### config.mk
export PLATFORM = sky130hd
export DESIGN_NAME = pipe_shifter
export DESIGN_NICKNAME = d
export VERILOG_FILES = /design/src/rtl/pipe_shifter.sv
export SDC_FILE = /design/constraint.sdc
export NUM_CORES = 1
export LEC_CHECK = 0
export ABC_AREA = 1
export BUFFER_PORTS_ARGS = -buffer_cell sky130_fd_sc_hd__buf_2
export CORE_MARGIN = 1
export CORE_UTILIZATION = 40
export DETAILED_ROUTE_END_ITERATION = 10
export RECOVER_POWER = 25
export SETUP_SLACK_MARGIN = 0.05
export SLEW_MARGIN = 20
export SYNTH_ARGS = -nofsm -noshare
export SYNTH_HDL_FRONTEND = slang
export SYNTH_SLANG_ARGS = --single-unit
### constraint.sdc
create_clock -name clk -period 3.3 [get_ports clk]
set_clock_uncertainty 0.05 [all_clocks]
set_input_delay 0 -clock clk [delete_from_list [all_inputs] [get_ports clk]]
set_output_delay 0 -clock clk [all_outputs]
set_load 0.01 [all_outputs]
### src/rtl/pipe_shifter.sv
`default_nettype none
// ============================================================================
//  Module      : pipe_shifter
//  Description : Pipelined barrel shifter (SHL / SHR / ASHR / ROL) with a
//                valid/ready handshake, whole-pipeline back-pressure and a
//                left-shift overflow flag. One stage per shift-amount bit,
//                so the latency is $clog2(DATAWIDTH) cycles.
//  Options     : SHIFTER_ROTATE_EN - define to build the rotate-left path.
//                When undefined, mode 2'b11 behaves exactly like SHL.
//  Revision    : 1.0  initial release
// ============================================================================
module pipe_shifter #(
   parameter int DATAWIDTH = 32
) (
   input  logic                 clk,
   input  logic                 rst,
   input  logic                 in_valid,
   output logic                 in_ready,
   input  logic [DATAWIDTH-1:0] a,
   input  logic [DATAWIDTH-1:0] sh_amt,
   input  logic [1:0]           mode,
   output logic                 out_valid,
   input  logic                 out_ready,
   output logic [DATAWIDTH-1:0] d,
   output logic                 out_ovf
);

   localparam int SHW = $clog2(DATAWIDTH);

   localparam logic [1:0] C_MODE_SHL  = 2'b00;
   localparam logic [1:0] C_MODE_SHR  = 2'b01;
   localparam logic [1:0] C_MODE_ASHR = 2'b10;
   localparam logic [1:0] C_MODE_ROL  = 2'b11;

   // The whole pipeline advances together; a stalled output freezes every stage.
   logic w_en;
   assign w_en     = !out_valid || out_ready;
   assign in_ready = w_en;

   for (genvar k = 0; k < SHW; k++) begin : g_stage
      localparam int C_SH   = 1 << k;       // shift distance of this stage
      localparam int C_AW   = SHW - k;      // shift-amount bits still pending
      localparam bit C_LAST = (k == SHW - 1);

      // stage inputs (from the ports for stage 0, otherwise from stage k-1)
      logic [DATAWIDTH-1:0] w_din;
      logic [C_AW-1:0]      w_amt;
      logic [1:0]           w_mode;
      logic                 w_vin;
      logic                 w_big;
      logic                 w_ovf_in;

      // stage datapath
      logic [DATAWIDTH-1:0] w_shifted;
      logic                 w_lost;
      logic [DATAWIDTH-1:0] data_d;
      logic                 ovf_d;

      // stage registers
      logic [DATAWIDTH-1:0] data_q;
      logic                 valid_q;
      logic                 ovf_q;

      if (k == 0) begin : g_src_port
         assign w_din    = a;
         assign w_amt    = sh_amt[SHW-1:0];
         assign w_vin    = in_valid;
         assign w_big    = |sh_amt[DATAWIDTH-1:SHW];
         assign w_ovf_in = 1'b0;
`ifdef SHIFTER_ROTATE_EN
         assign w_mode   = mode;
`else
         // No rotate hardware: fold mode 11 onto SHL once, at the entry.
         assign w_mode   = (mode == C_MODE_ROL) ? C_MODE_SHL : mode;
`endif
      end else begin : g_src_prev
         assign w_din    = g_stage[k-1].data_q;
         assign w_amt    = g_stage[k-1].g_fwd.amt_q;
         assign w_vin    = g_stage[k-1].valid_q;
         assign w_big    = g_stage[k-1].g_fwd.big_q;
         assign w_ovf_in = g_stage[k-1].ovf_q;
         assign w_mode   = g_stage[k-1].g_fwd.mode_q;
      end

      // Conditional shift by 2^k; for SHL also note whether ones fall off the top.
      always_comb begin
         w_shifted = w_din;
         w_lost    = 1'b0;
         if (w_amt[0]) begin
            case (w_mode)
               C_MODE_SHL: begin
                  w_shifted = w_din << C_SH;
                  w_lost    = |w_din[DATAWIDTH-1 -: C_SH];
               end
               C_MODE_SHR:  w_shifted = w_din >> C_SH;
               C_MODE_ASHR: w_shifted = $signed(w_din) >>> C_SH;
`ifdef SHIFTER_ROTATE_EN
               C_MODE_ROL:  w_shifted = (w_din << C_SH) | (w_din >> (DATAWIDTH - C_SH));
`endif
               default:     w_shifted = w_din;
            endcase
         end
      end

      // Final stage resolves shifts of DATAWIDTH or more; the sign bit survives
      // every ASHR step, so w_din's MSB is still the original sign here.
      always_comb begin
         data_d = w_shifted;
         if (C_LAST && w_big) begin
            case (w_mode)
               C_MODE_SHL,
               C_MODE_SHR:  data_d = '0;
               C_MODE_ASHR: data_d = {DATAWIDTH{w_din[DATAWIDTH-1]}};
               default:     data_d = w_shifted;
            endcase
         end
         // Any surviving one is lost on a big SHL; earlier losses are accumulated.
         ovf_d = (w_mode == C_MODE_SHL) &&
                 (w_ovf_in || w_lost || (C_LAST && w_big && (|w_shifted)));
      end

      // Stage register for data, valid and overflow; bubbles travel as-is.
      always_ff @(posedge clk or negedge rst) begin
         if (!rst) begin
            valid_q <= 1'b0;
            data_q  <= '0;
            ovf_q   <= 1'b0;
         end else if (w_en) begin
            valid_q <= w_vin;
            data_q  <= data_d;
            ovf_q   <= ovf_d;
         end
      end

      if (!C_LAST) begin : g_fwd
         logic [C_AW-2:0] amt_q;
         logic [1:0]      mode_q;
         logic            big_q;

         // Control that later stages still need: remaining amount bits, mode, big-shift.
         always_ff @(posedge clk or negedge rst) begin
            if (!rst) begin
               amt_q  <= '0;
               mode_q <= C_MODE_SHL;
               big_q  <= 1'b0;
            end else if (w_en) begin
               amt_q  <= w_amt[C_AW-1:1];
               mode_q <= w_mode;
               big_q  <= w_big;
            end
         end
      end
   end

   assign out_valid = g_stage[SHW-1].valid_q;
   assign d         = g_stage[SHW-1].data_q;
   assign out_ovf   = g_stage[SHW-1].ovf_q;

endmodule
`default_nettype wire

==> results_dict.tcl <==
set metrics [dict create \
    synth_top_family_by_area "compound AO/OA/AOI/OAI gates" \
    core-area_um2 24600 \
    ir_drop_mv 0.434 \
    die_area_um2 26100 \
    reg2regPathDepth 6 \
    tightestPinTransition_ps 2510 \
    via_per_inst 5.50 \
    wirelength_um 29700 \
    antenna_found_initial 0 \
    crit_fanout 32 \
    setup_viol 0 \
    htree_num_levels 4 \
    power_density_nw_per_um2 1010 \
    rrSetupSlack_ps 730 \
    grt_util_all_layers 0.237 \
    cts.root.buffer_cell "clkbuf_16" \
    violations "max-capacitance violations, max-slew violations" \
    drv_cap 1 \
    num_antenna_cells 0 \
    worstPathArrival_ps 3160 \
    area_growth_pct 20.7 \
    syn_inst 1287 \
    yosysTopAreaCellShare 0.472 \
    drtPass1Iterations 5 \
    worstSetupPathType "in -> reg" \
    period_minus_slack_ps 2830 \
    ys_seq_elements 192 \
    synthAdderAreaFrac 0.00492 \
    start_util 0.413 \
    p_total_mw 12.4 \
    rows 57 \
    drcViolationCount 0 \
    synthSimpleGateAreaFrac 0.158 \
    synth-compound-area-share 0.265 \
    overflow 0 \
    synth_top_area_cell "dfrtp_1" \
    numCtsBuffers 17 \
    grt_pass1_vias 9235 \
    worstPathRequired_ps 3620 \
    post_drt_wl_per_cell_um 16.9 \
    final_net_count 1487 \
    die_h_um 161 \
    nFillCells 2411 \
    grt_max_degree 170 \
    synth.distinct_cells 35 \
    syn_area_per_cell_um2 7.90 \
    cts_tree "yes" \
    clk_path_buf_depth 2 \
    synth_seq_area_share 0.472 \
    yosys_warnings 0 \
    hold_viol 0 \
    place_hpwl_um 20700 \
    finalCritPeriodShare 0.858 \
    grt_use_met1 0.326 \
    synth_area_um2 10200 \
    synth_xor_area_frac 0 \
    maxSlewViolCount 98 \
    reg2reg_from "g_stage[2].g_fwd.amt_q[0]" \
    hold_ws_ps 126 \
    p_leak_nw 5.87 \
    use_met3 0.0311 \
    hold_class "in -> reg" \
    grt-busiest-layer "met2" \
    cp-endpoint "g_stage[0].data_q[23]" \
    gp_congestion 0.893 \
    grt_use_met2 0.384 \
    final_antenna_net_count 0 \
    vias 9622 \
    startpoint "mode[0]" \
    grt_pass1_wl_um 49100 \
    synth.net_count 1361 \
    ios 105 \
    clock.fmax_ghz 0.353 \
    numClockSinks 192 \
    die_w_um 161 \
    insertion_delay_ps 440 \
    port-buffer-count 104 \
    status "complete, but fails checks" \
    post_cts_buffers 0 \
    final.setup.tns_ps 0 \
    synth_mux_area_frac 0 \
    cts-resized-gates 0 \
    cts.reportedPaths.clkPinSlew_ps 80 \
    drtIter0Drc 847 \
    start_kind "input pin" \
    drive_above_1_share 0.113 \
    rsz0062_at_grt "false" \
    endpoint_kind "register" \
    max_slew_margin -0.675 \
    synth_area_leaders "dfrtp_1, nand2_1, inv_1" \
    worst_r2r_endpoint "g_stage[3].data_q[10]" \
]
==> placed cells by master (no fill, tap or decap), drive strengths merged, types with 2 or more instances in the layout <==
master	synthesis	final
nand2	232	232
dfrtp	192	192
inv	166	173
o21ai	123	123
buf	15	111
a21oi	110	110
nor2	110	110
o22ai	87	87
dlygate4sd3	0	78
a221oi	44	44
a22oi	39	39
clkbuf	77	31
nand3	24	24
a31oi	12	12
nor4	11	11
a32oi	10	10
nand4	10	10
o211ai	6	6
o32ai	5	5
ha	4	4
nor3	3	3
o221ai	3	3
bufinv	0	3
clkinv	1	2
==> logic make-up after synthesis <==
group / count (synthesis)
AOI/OAI and AO/OA: 442
adders and majority gates: 4
buffers and inverters: 259
DFF: 192
and+or+nand+nor: 390
==> routing by layer <==
layer | up-vias | wire [um]
met4 | 0 | 735
met5 | - | 0
li1 | 4697 | -
met3 | 52 | 1290
met2 | 311 | 14100
met1 | 4562 | 13500
==> sequential cells by signal, indices dropped and copies added (netlist names) <==
register              count
d                        32
g_stage.valid_q           4
out_valid                 1
g_stage.data_q          128
g_stage.g_fwd.mode_q      8
g_stage.g_fwd.big_q       4
g_stage.g_fwd.amt_q      10
g_stage.ovf_q             4
out_ovf                   1
==> critical path, stage by stage <==
cell	delay, ps
dlygate4sd3_1	520
buf_2	130
inv_1	60
ha_1	920
a221oi_1	220
dlygate4sd3_1	630
o22ai_1	110
dlygate4sd3_1	570
==> metrics by stage <==
stage,instances,setup slack (ps),util,cell area [um2]
floorplan,1287,1630,-,10200
global placement,1640,909,0.443,10900
detailed placement,1640,816,0.443,10900
CTS,1750,559,0.500,12300
global route,1750,310,0.499,12300
finish,1750,468,0.499,12300
==> synthesized netlist by cell type (all sizes together) <==
master and n:
nand3 24, o221ai 3, a32oi 10, a311oi 1, buf 15, dfrtp 192, nor2 110, nand4 10
inv 166, a22oi 39, clkbuf 77, nand2 232, o22a 1, a31oi 12, ha 4, o211ai 6
a221oi 44, nor4 11, o311ai 1, o22ai 87, clkinv 1, a21oi 110, o21ai 123, o32ai 5
nor3 3
==> area by class of cell <==
| type | count | area [um2] | area share |
|---|---|---|---|
| timing repair buffer | 199 | 1460 | 0.119 |
| tap | 324 | 405 | 0.0330 |
| sequential | 192 | 4800 | 0.391 |
| clock inverter | 11 | 163 | 0.0133 |
| clock buffer | 21 | 460 | 0.0375 |
| multi-input combinational | 836 | 4360 | 0.355 |
| inverter | 167 | 629 | 0.0513 |
==> what timing repair did <==
item                       CTS  global route
hold endpoints to repair   136             0
setup endpoints to repair    0             0
hold buffers                78             0
==> where the power goes <==
part / total, mW / leakage (nW) / switching [mW] / internal [mW]
Sequential: 4.29 / 2.30 / 0.841 / 3.45
Combinational: 5.88 / 3.26 / 3.84 / 2.04
Clock: 2.21 / 0.306 / 0.953 / 1.26
Total: 12.4 / 5.87 / 5.63 / 6.75
==> worst min path at each step <==
stage	from	endpoint	slack (ps)	cells past startpoint
after detailed placement	rst	g_stage[2].data_q[0]	100	1
after global placement	rst	g_stage[3].data_q[0]	100	1
after global routing	out_ready	g_stage[1].g_fwd.amt_q[2]	190	5
final	out_ready	g_stage[0].g_fwd.amt_q[3]	130	5
after CTS	out_ready	g_stage[0].g_fwd.amt_q[3]	160	5
after floorplan	rst	d[0]	-350	0
Power figures use the tool's default switching activity.
